[config.mk]
export PLATFORM = sky130hd
export DESIGN_NAME = vga_timing_gen_flat
export DESIGN_NICKNAME = d
export VERILOG_FILES = /design/src/rtl/vga_timing_gen_if.sv /design/src/rtl/vga_timing_gen.sv /design/src/flat_wrapper.sv
export SDC_FILE = /design/constraint.sdc
export NUM_CORES = 1
export LEC_CHECK = 0
export CAP_MARGIN = 40
export CORE_ASPECT_RATIO = 1.25
export CORE_MARGIN = 1
export CORE_UTILIZATION = 45
export CTS_BUF_LIST = sky130_fd_sc_hd__clkbuf_4
export DETAILED_ROUTE_END_ITERATION = 6
export PLACE_DENSITY = 0.74
export SLEW_MARGIN = 10
export SYNTH_ARGS = -nofsm -noshare
export SYNTH_HDL_FRONTEND = slang
export SYNTH_SLANG_ARGS = --single-unit
[constraint.sdc]
create_clock -name clk25 -period 1.7 [get_ports clk25]
set_input_delay 0.34 -clock clk25 [delete_from_list [all_inputs] [get_ports clk25]]
set_output_delay 0.34 -clock clk25 [all_outputs]
set_load 0.005 [all_outputs]
[src/rtl/vga_timing_gen_if.sv]
// Raster timing outputs of vga_timing_gen: sync pulses, visible-area flag,
// end-of-frame strobe and current pixel coordinates.
interface vga_timing_gen_if;
  logic       hSync;
  logic       vSync;
  logic       active;
  logic       screenEnd;
  logic [9:0] x;
  logic [9:0] y;

  modport master (
    output hSync,
    output vSync,
    output active,
    output screenEnd,
    output x,
    output y
  );

  modport slave (
    input hSync,
    input vSync,
    input active,
    input screenEnd,
    input x,
    input y
  );
endinterface

[src/rtl/vga_timing_gen.sv]
// Free-running VGA raster timing generator. The two counters are the only state;
// every output is a combinational decode of them (zero latency).
module vga_timing_gen #(
  parameter int WIDTH       = 640,
  parameter int HEIGHT      = 480,
  parameter int H_FRONT     = 16,
  parameter int H_SYNC      = 96,
  parameter int H_BACK      = 48,
  parameter int V_FRONT     = 10,
  parameter int V_SYNC      = 2,
  parameter int V_BACK      = 33,
  parameter bit SYNC_ACTIVE = 1'b0
) (
  input  logic             clk25,
  input  logic             reset,
  vga_timing_gen_if.master vga
);

  localparam int H_TOTAL = WIDTH + H_FRONT + H_SYNC + H_BACK;
  localparam int V_TOTAL = HEIGHT + V_FRONT + V_SYNC + V_BACK;

  // Window bounds are 11 bits so an end bound equal to 1024 still compares correctly.
  localparam logic [9:0]  H_LAST   = 10'(H_TOTAL - 1);
  localparam logic [9:0]  V_LAST   = 10'(V_TOTAL - 1);
  localparam logic [10:0] H_VIS    = 11'(WIDTH);
  localparam logic [10:0] V_VIS    = 11'(HEIGHT);
  localparam logic [10:0] HS_START = 11'(WIDTH + H_FRONT);
  localparam logic [10:0] HS_END   = 11'(WIDTH + H_FRONT + H_SYNC);
  localparam logic [10:0] VS_START = 11'(HEIGHT + V_FRONT);
  localparam logic [10:0] VS_END   = 11'(HEIGHT + V_FRONT + V_SYNC);

  if (H_TOTAL > 1024 || V_TOTAL > 1024) begin : g_size_check
    $error("vga_timing_gen: raster does not fit 10-bit counters");
  end

  logic [9:0] h_count;
  logic [9:0] v_count;
  logic [9:0] h_next;
  logic [9:0] v_next;

  always_comb begin
    h_next = h_count + 10'd1;
    v_next = v_count;
    if (h_count == H_LAST) begin
      h_next = '0;
      if (v_count == V_LAST) begin
        v_next = '0;
      end else begin
        v_next = v_count + 10'd1;
      end
    end
  end

  always_ff @(posedge clk25) begin
    if (reset) begin
      h_count <= '0;
      v_count <= '0;
    end else begin
      h_count <= h_next;
      v_count <= v_next;
    end
  end

  logic h_in_sync;
  logic v_in_sync;

  assign h_in_sync = ({1'b0, h_count} >= HS_START) && ({1'b0, h_count} < HS_END);
  assign v_in_sync = ({1'b0, v_count} >= VS_START) && ({1'b0, v_count} < VS_END);

  assign vga.hSync     = h_in_sync ? SYNC_ACTIVE : ~SYNC_ACTIVE;
  assign vga.vSync     = v_in_sync ? SYNC_ACTIVE : ~SYNC_ACTIVE;
  assign vga.active    = ({1'b0, h_count} < H_VIS) && ({1'b0, v_count} < V_VIS);
  assign vga.screenEnd = (h_count == H_LAST) && (v_count == V_LAST);
  assign vga.x         = h_count;
  assign vga.y         = v_count;

endmodule

[src/flat_wrapper.sv]
// flat-port wrapper written by rule: the top's interface ports become plain ports
module vga_timing_gen_flat 
#(
  parameter int WIDTH       = 640,
  parameter int HEIGHT      = 480,
  parameter int H_FRONT     = 16,
  parameter int H_SYNC      = 96,
  parameter int H_BACK      = 48,
  parameter int V_FRONT     = 10,
  parameter int V_SYNC      = 2,
  parameter int V_BACK      = 33,
  parameter bit SYNC_ACTIVE = 1'b0
)
  (clk25, reset, vga_hSync, vga_vSync, vga_active, vga_screenEnd, vga_x, vga_y);
  vga_timing_gen_if vga_i ();
  input  logic clk25;
  input  logic reset;
  output wire logic [$bits(vga_i.hSync)-1:0] vga_hSync;
  output wire logic [$bits(vga_i.vSync)-1:0] vga_vSync;
  output wire logic [$bits(vga_i.active)-1:0] vga_active;
  output wire logic [$bits(vga_i.screenEnd)-1:0] vga_screenEnd;
  output wire logic [$bits(vga_i.x)-1:0] vga_x;
  output wire logic [$bits(vga_i.y)-1:0] vga_y;
  assign vga_hSync = vga_i.hSync;
  assign vga_vSync = vga_i.vSync;
  assign vga_active = vga_i.active;
  assign vga_screenEnd = vga_i.screenEnd;
  assign vga_x = vga_i.x;
  assign vga_y = vga_i.y;
  vga_timing_gen #(.WIDTH(WIDTH), .HEIGHT(HEIGHT), .H_FRONT(H_FRONT), .H_SYNC(H_SYNC), .H_BACK(H_BACK), .V_FRONT(V_FRONT), .V_SYNC(V_SYNC), .V_BACK(V_BACK), .SYNC_ACTIVE(SYNC_ACTIVE)) u_core (.clk25(clk25), .reset(reset), .vga(vga_i));
endmodule
Word level (Yosys, flattened, before mapping)
Index checks and enable logic that the tools add are counted.
Word-level totals
  input port bits: 2
  output and inout bits: 24
  bits in registers: 20
Operators by class
  $lt $le $gt $ge: 6
  $add $sub $neg: 2
  multiplexer cells: 3
  equality and inequality tests: 2
  reduce and logical (&&, ||, !) cells: 5
Operator list (number)
  adder 10 x 1 -> 10 bit (second input constant): 2
  equality test 10 bit (second input constant): 2
  less-than comparator 10 bit (second input constant): 2
  less-than comparator 10 x 9 -> 1 bit (second input constant): 2
  >= comparator 10 bit (second input constant): 1
  >= comparator 10 x 9 -> 1 bit (second input constant): 1
  two-way mux 10 bit: 1
  logical AND 1 bit: 4
  two-way mux 1 bit: 2
  OR reduction 2 bit: 1

Logic depth before layout (Yosys ltp)
  depth in word-level cells: 3
  depth in mapped cells: 6
  mapped depth without buffers: 6

Worst setup path after synthesis
No wires, ideal clock.
  kind: register -> register
  from: reg u_core.h_count[0] (netlist: u_core.vga.x[0])
  to: reg u_core.v_count[9] (netlist: u_core.vga.y[9])
  cell stages (with the launch flop): 6
  clock period less this slack: 1846 ps
  data arrival time: 1776 ps
  slack: -146 ps
  path buffers: 0
  library setup time: 70 ps
  path through: dfxtp_1 ha_1 nand4_1 or4_4 or3_1 a21oi_1
Between the ends
  word-level cells in the longest chain between the ends: 1
Ends and longest elaborated chain
  start, declared: RTL line vga_timing_gen.sv:36  | logic [9:0] h_count;
  start signal, assigned: RTL line vga_timing_gen.sv:59  | h_count <= h_next;
  equality test 10 bit: RTL line vga_timing_gen.sv:44  | if (h_count == H_LAST) begin
  end signal, assigned: RTL line vga_timing_gen.sv:60  | v_count <= v_next;
  end, declared: RTL line vga_timing_gen.sv:37  | logic [9:0] v_count;
No other way between the ends.
A chain may end at the register's enable or synchronous reset.

Worst setup path after layout
  from: reg u_core.v_count[0] (netlist: u_core.vga.y[0])
  to: out vga_screenEnd
Between the ends
  word-level cells in the longest chain between the ends: 2
Ends and longest elaborated chain
  equality test 10 bit: RTL line vga_timing_gen.sv:73  | assign vga.screenEnd = (h_count == H_LAST) && (v_count == V_LAST);
  logical AND 1 bit: RTL line vga_timing_gen.sv:73
  end, declared: RTL line flat_wrapper.sv:21  | output wire logic [$bits(vga_i.screenEnd)-1:0] vga_screenEnd;
No other way between the ends.

==> run summary <==
PWR
------------------------------------------------------------------------------------
Tot Pwr                                                                     0.787 mW
Areal power density over the cells                                       435 nW/um^2
Static leakage                                                              0.729 nW
Peak supply drop                                                            0.424 mV

PLACED DESIGN
------------------------------------------------------------------------------------
Instance area after placement                                             1540 sq um
Gp weighted congestion                                                         0.815
Cells after DPL                                                                  205
Count of buffers inserted at the top-level ports                                  25
Post-DP HPWL                                                                 2.12 mm

GLOBAL ROUTING
------------------------------------------------------------------------------------
Largest net degree at the start of global routing                                 12
Global-route wire length before repair                                       5.20 mm
GRT Resource Usage Total                                                       28.6%
Overflow left after global routing                                                 0
Vias in the first global route                                                  1179
Initial antenna violation count                                                    0

CRITICAL PATH
------------------------------------------------------------------------------------
Cell depth of the worst flop-to-flop path                                          6
Kind of end point of the critical path                                  primary output
Crit path launch type                                                           flop
Required time of the critical path                                           1.36 ns
Critical register-to-register path endpoint                             u_core.vga.y[7]
Maximum fanout encountered on the critical timing path                             2
R2r startpoint                                                          u_core.vga.x[0]
Data arrival time of the critical path                                       1.55 ns
Critical setup path kind                                                flop to primary output
Worst reg-to-reg setup slack                                                -0.16 ns

STA
------------------------------------------------------------------------------------
Unrepaired setup endpoints after global routing                                 true
Actual transition at the worst max-transition pin                           0.313 ns
Hold Vio Cnt, Final                                                                0
Setup violations, final                                                           11
Worst Clk Skew                                                            0.00381 ns
Pins Over Slew Limit                                                               0
Setup_tns                                                                   -1.14 ns
Worst rel slew slack                                                           78.9%
Final critical-path share of the clock period                                   111%
Min setup slack post-route                                                 -0.185 ns
Timing-limited maximum frequency                                           0.530 GHz
Period minus WS final                                                        1.89 ns

FLOORPLAN
------------------------------------------------------------------------------------
Core ar.                                                                  2190 sq um
Std cell rows                                                                     19
Height of the chip                                                      55.6 microns
Die footprint                                                             2490 sq um
I/O pins                                                                          26
Initial Utilization                                                            47.3%
Die Width                                                               44.9 microns

DETAILED ROUTING
------------------------------------------------------------------------------------
Final wirelength                                                             3.66 mm
Via count                                                                       1176
Pre-Repair DR Iteration Count                                                      4
Antenna Violating Nets Remaining                                                   0
Number of vias per cell                                                         5.39
Drt first-iter violations                                                         18
WL per Instance                                                         16.8 microns
DRC violation count after routing                                                  0

LOGIC SYNTHESIS
------------------------------------------------------------------------------------
Portion of the post-synthesis area used by sequential elements                 38.7%
Flops & latches, synth                                                            20
Cell area after technology mapping                                        1030 sq um
Synth Instances                                                                  122
Number of enable-type register cells in the synthesized netlist                    0
Proportion of synthesized flip-flops having asynchronous set or reset             0%
Most frequently used flop master after synthesis                             dfxtp_1
Cell variety after synth                                                          30
Warning count from the yosys run                                                   0
Post-Syn Nets                                                                    128
Per-instance average area after synthesis                                 8.47 sq um

RUN STATUS
------------------------------------------------------------------------------------
Violations in the final reports                                         negative setup slack
Outcome                                                                 finished with violations

CELLS AND AREA
------------------------------------------------------------------------------------
Fraction of final layout cells with drive strength greater than 1              44.9%
Post-layout net count                                                            194
Growth of design area from synthesis to finish                                 75.2%
# diodes                                                                           0
Post-route cell area                                                      1810 sq um
Non-Filler Instances                                                             218

CLOCK TREE
------------------------------------------------------------------------------------
Maximum level of the CTS H-tree                                                    1
CTS tree                                                                       built
Number of buffers on the longest clock path                                        2
Clock latency on the worst-skew pair                                         0.32 ns
TritonCTS sink count                                                              20
Cell at the root of the clock tree                                          clkbuf_4
Reg clk slew, reported paths                                                 0.12 ns
Total CTS buffers                                                                  3

HOLD PATH
------------------------------------------------------------------------------------
Count of cells along the worst hold path                                           2
Kind of path behind the tightest hold check                             flop to flop
Startpoint of the tightest hold check path                              u_core.vga.x[0]
Endpoint of the worst hold-timing path                                  u_core.vga.x[0]

RUN
------------------------------------------------------------------------------------
Max-Cap Viols                                                                      0

worst max path at each step:
stage                    startpoint               to  depth (start not counted)
floorplan           u_core.vga.x[6]  u_core.vga.y[9]                          5
global placement    u_core.vga.x[6]    vga_screenEnd                          4
detailed placement  u_core.vga.x[6]    vga_screenEnd                          4
CTS                 u_core.vga.x[1]    vga_screenEnd                          5
global route        u_core.vga.y[0]    vga_screenEnd                          6
finish              u_core.vga.y[0]    vga_screenEnd                          6
stage by stage:
stage               setup slack [ns]  utilization, %  hold slack (ns)
floorplan                    -0.0255               -            0.409
global placement              -0.164            70.4            0.538
detailed placement            -0.183            70.4            0.554
CTS                           -0.170            77.1            0.570
global route                  -0.299            82.8            0.586
finish                        -0.185            82.8            0.576
cells in the mapped netlist, drive strengths merged, types with 2 or more instances:
library cell / n / share of area (%)
a21oi: 7 / 3.4
xnor2: 6 / 5.1
inv: 6 / 2.2
nand3: 8 / 3.9
dfxtp: 20 / 39
nor2: 14 / 5.1
and4: 2 / 1.7
or3: 8 / 5.3
nand4: 5 / 3.0
buf: 3 / 2.7
nand2: 8 / 2.9
nor3: 5 / 2.4
nor4: 2 / 1.2
ha: 4 / 4.8
o21ai: 7 / 3.4
xor2: 5 / 4.2
sequential cells by signal (all words and copies together), names as in the netlist:
signal	cells
u_core.vga.x	10
u_core.vga.y	10
cells by family after synthesis:
family	synth area share, %
compound gates	8.60
xor+xnor	9.32
fa+ha+maj	4.84
buf+inv	4.84
flops	38.7
simple gates	33.7
critical path, cell delays in order, from the launching register on:
cell and delay [ns]:
dfxtp_2 0.34, inv_1 0.08, ha_1 0.18, nor4bb_4 0.20
nand4_1 0.20, nor2_2 0.11, buf_2 0.11
cell type report:
| type | instances | area [sq um] |
|---|---|---|
| Clock buffer | 3 | 22.5 |
| Fill cell | 139 | 377 |
| Tap cell | 31 | 38.8 |
| Sequential cell | 20 | 427 |
| Clock inverter | 1 | 3.75 |
| Multi-Input combinational cell | 93 | 726 |
| Timing Repair Buffer | 64 | 571 |
| Inverter | 6 | 22.5 |
per-layer routing:
| metal | vias to the layer above | track usage, % | wire (microns) |
|---|---|---|---|
| li1 | 562 | - | - |
| met5 | - | 0 | 0 |
| met3 | 13 | 4.22 | 106 |
| met4 | 0 | 14.3 | 135 |
| met2 | 36 | 53.4 | 2100 |
| met1 | 565 | 29.0 | 1320 |
power by group:
group	internal (mW)	total, mW	switching (mW)	leakage (nW)
registers	0.473	0.478	0.00543	0.170
logic	0.0314	0.0605	0.0291	0.544
clock network	0.0861	0.248	0.162	0.0154
total	0.590	0.787	0.196	0.729
repair_timing:
item                       CTS  global route
setup endpoints to repair   11            18
resized for setup           42            32
hold buffers                 0             0
pin swaps                   15            17
setup buffers                6             4
placed cells by master, fill, tap and decap left out, types with 5 or more instances in the layout:
cell type / count
buf_4: 28
clkdlybuf4s50_1: 17
dfxtp_2: 12
nor2_1: 11
buf_6: 11
nand2_1: 8
nand3_1: 7
inv_1: 6
or3_1: 6
nand4_1: 5
xor2_1: 5
xnor2_1: 5
dfxtp_1: 5
No activity file was read; power rests on OpenSTA's default activity.
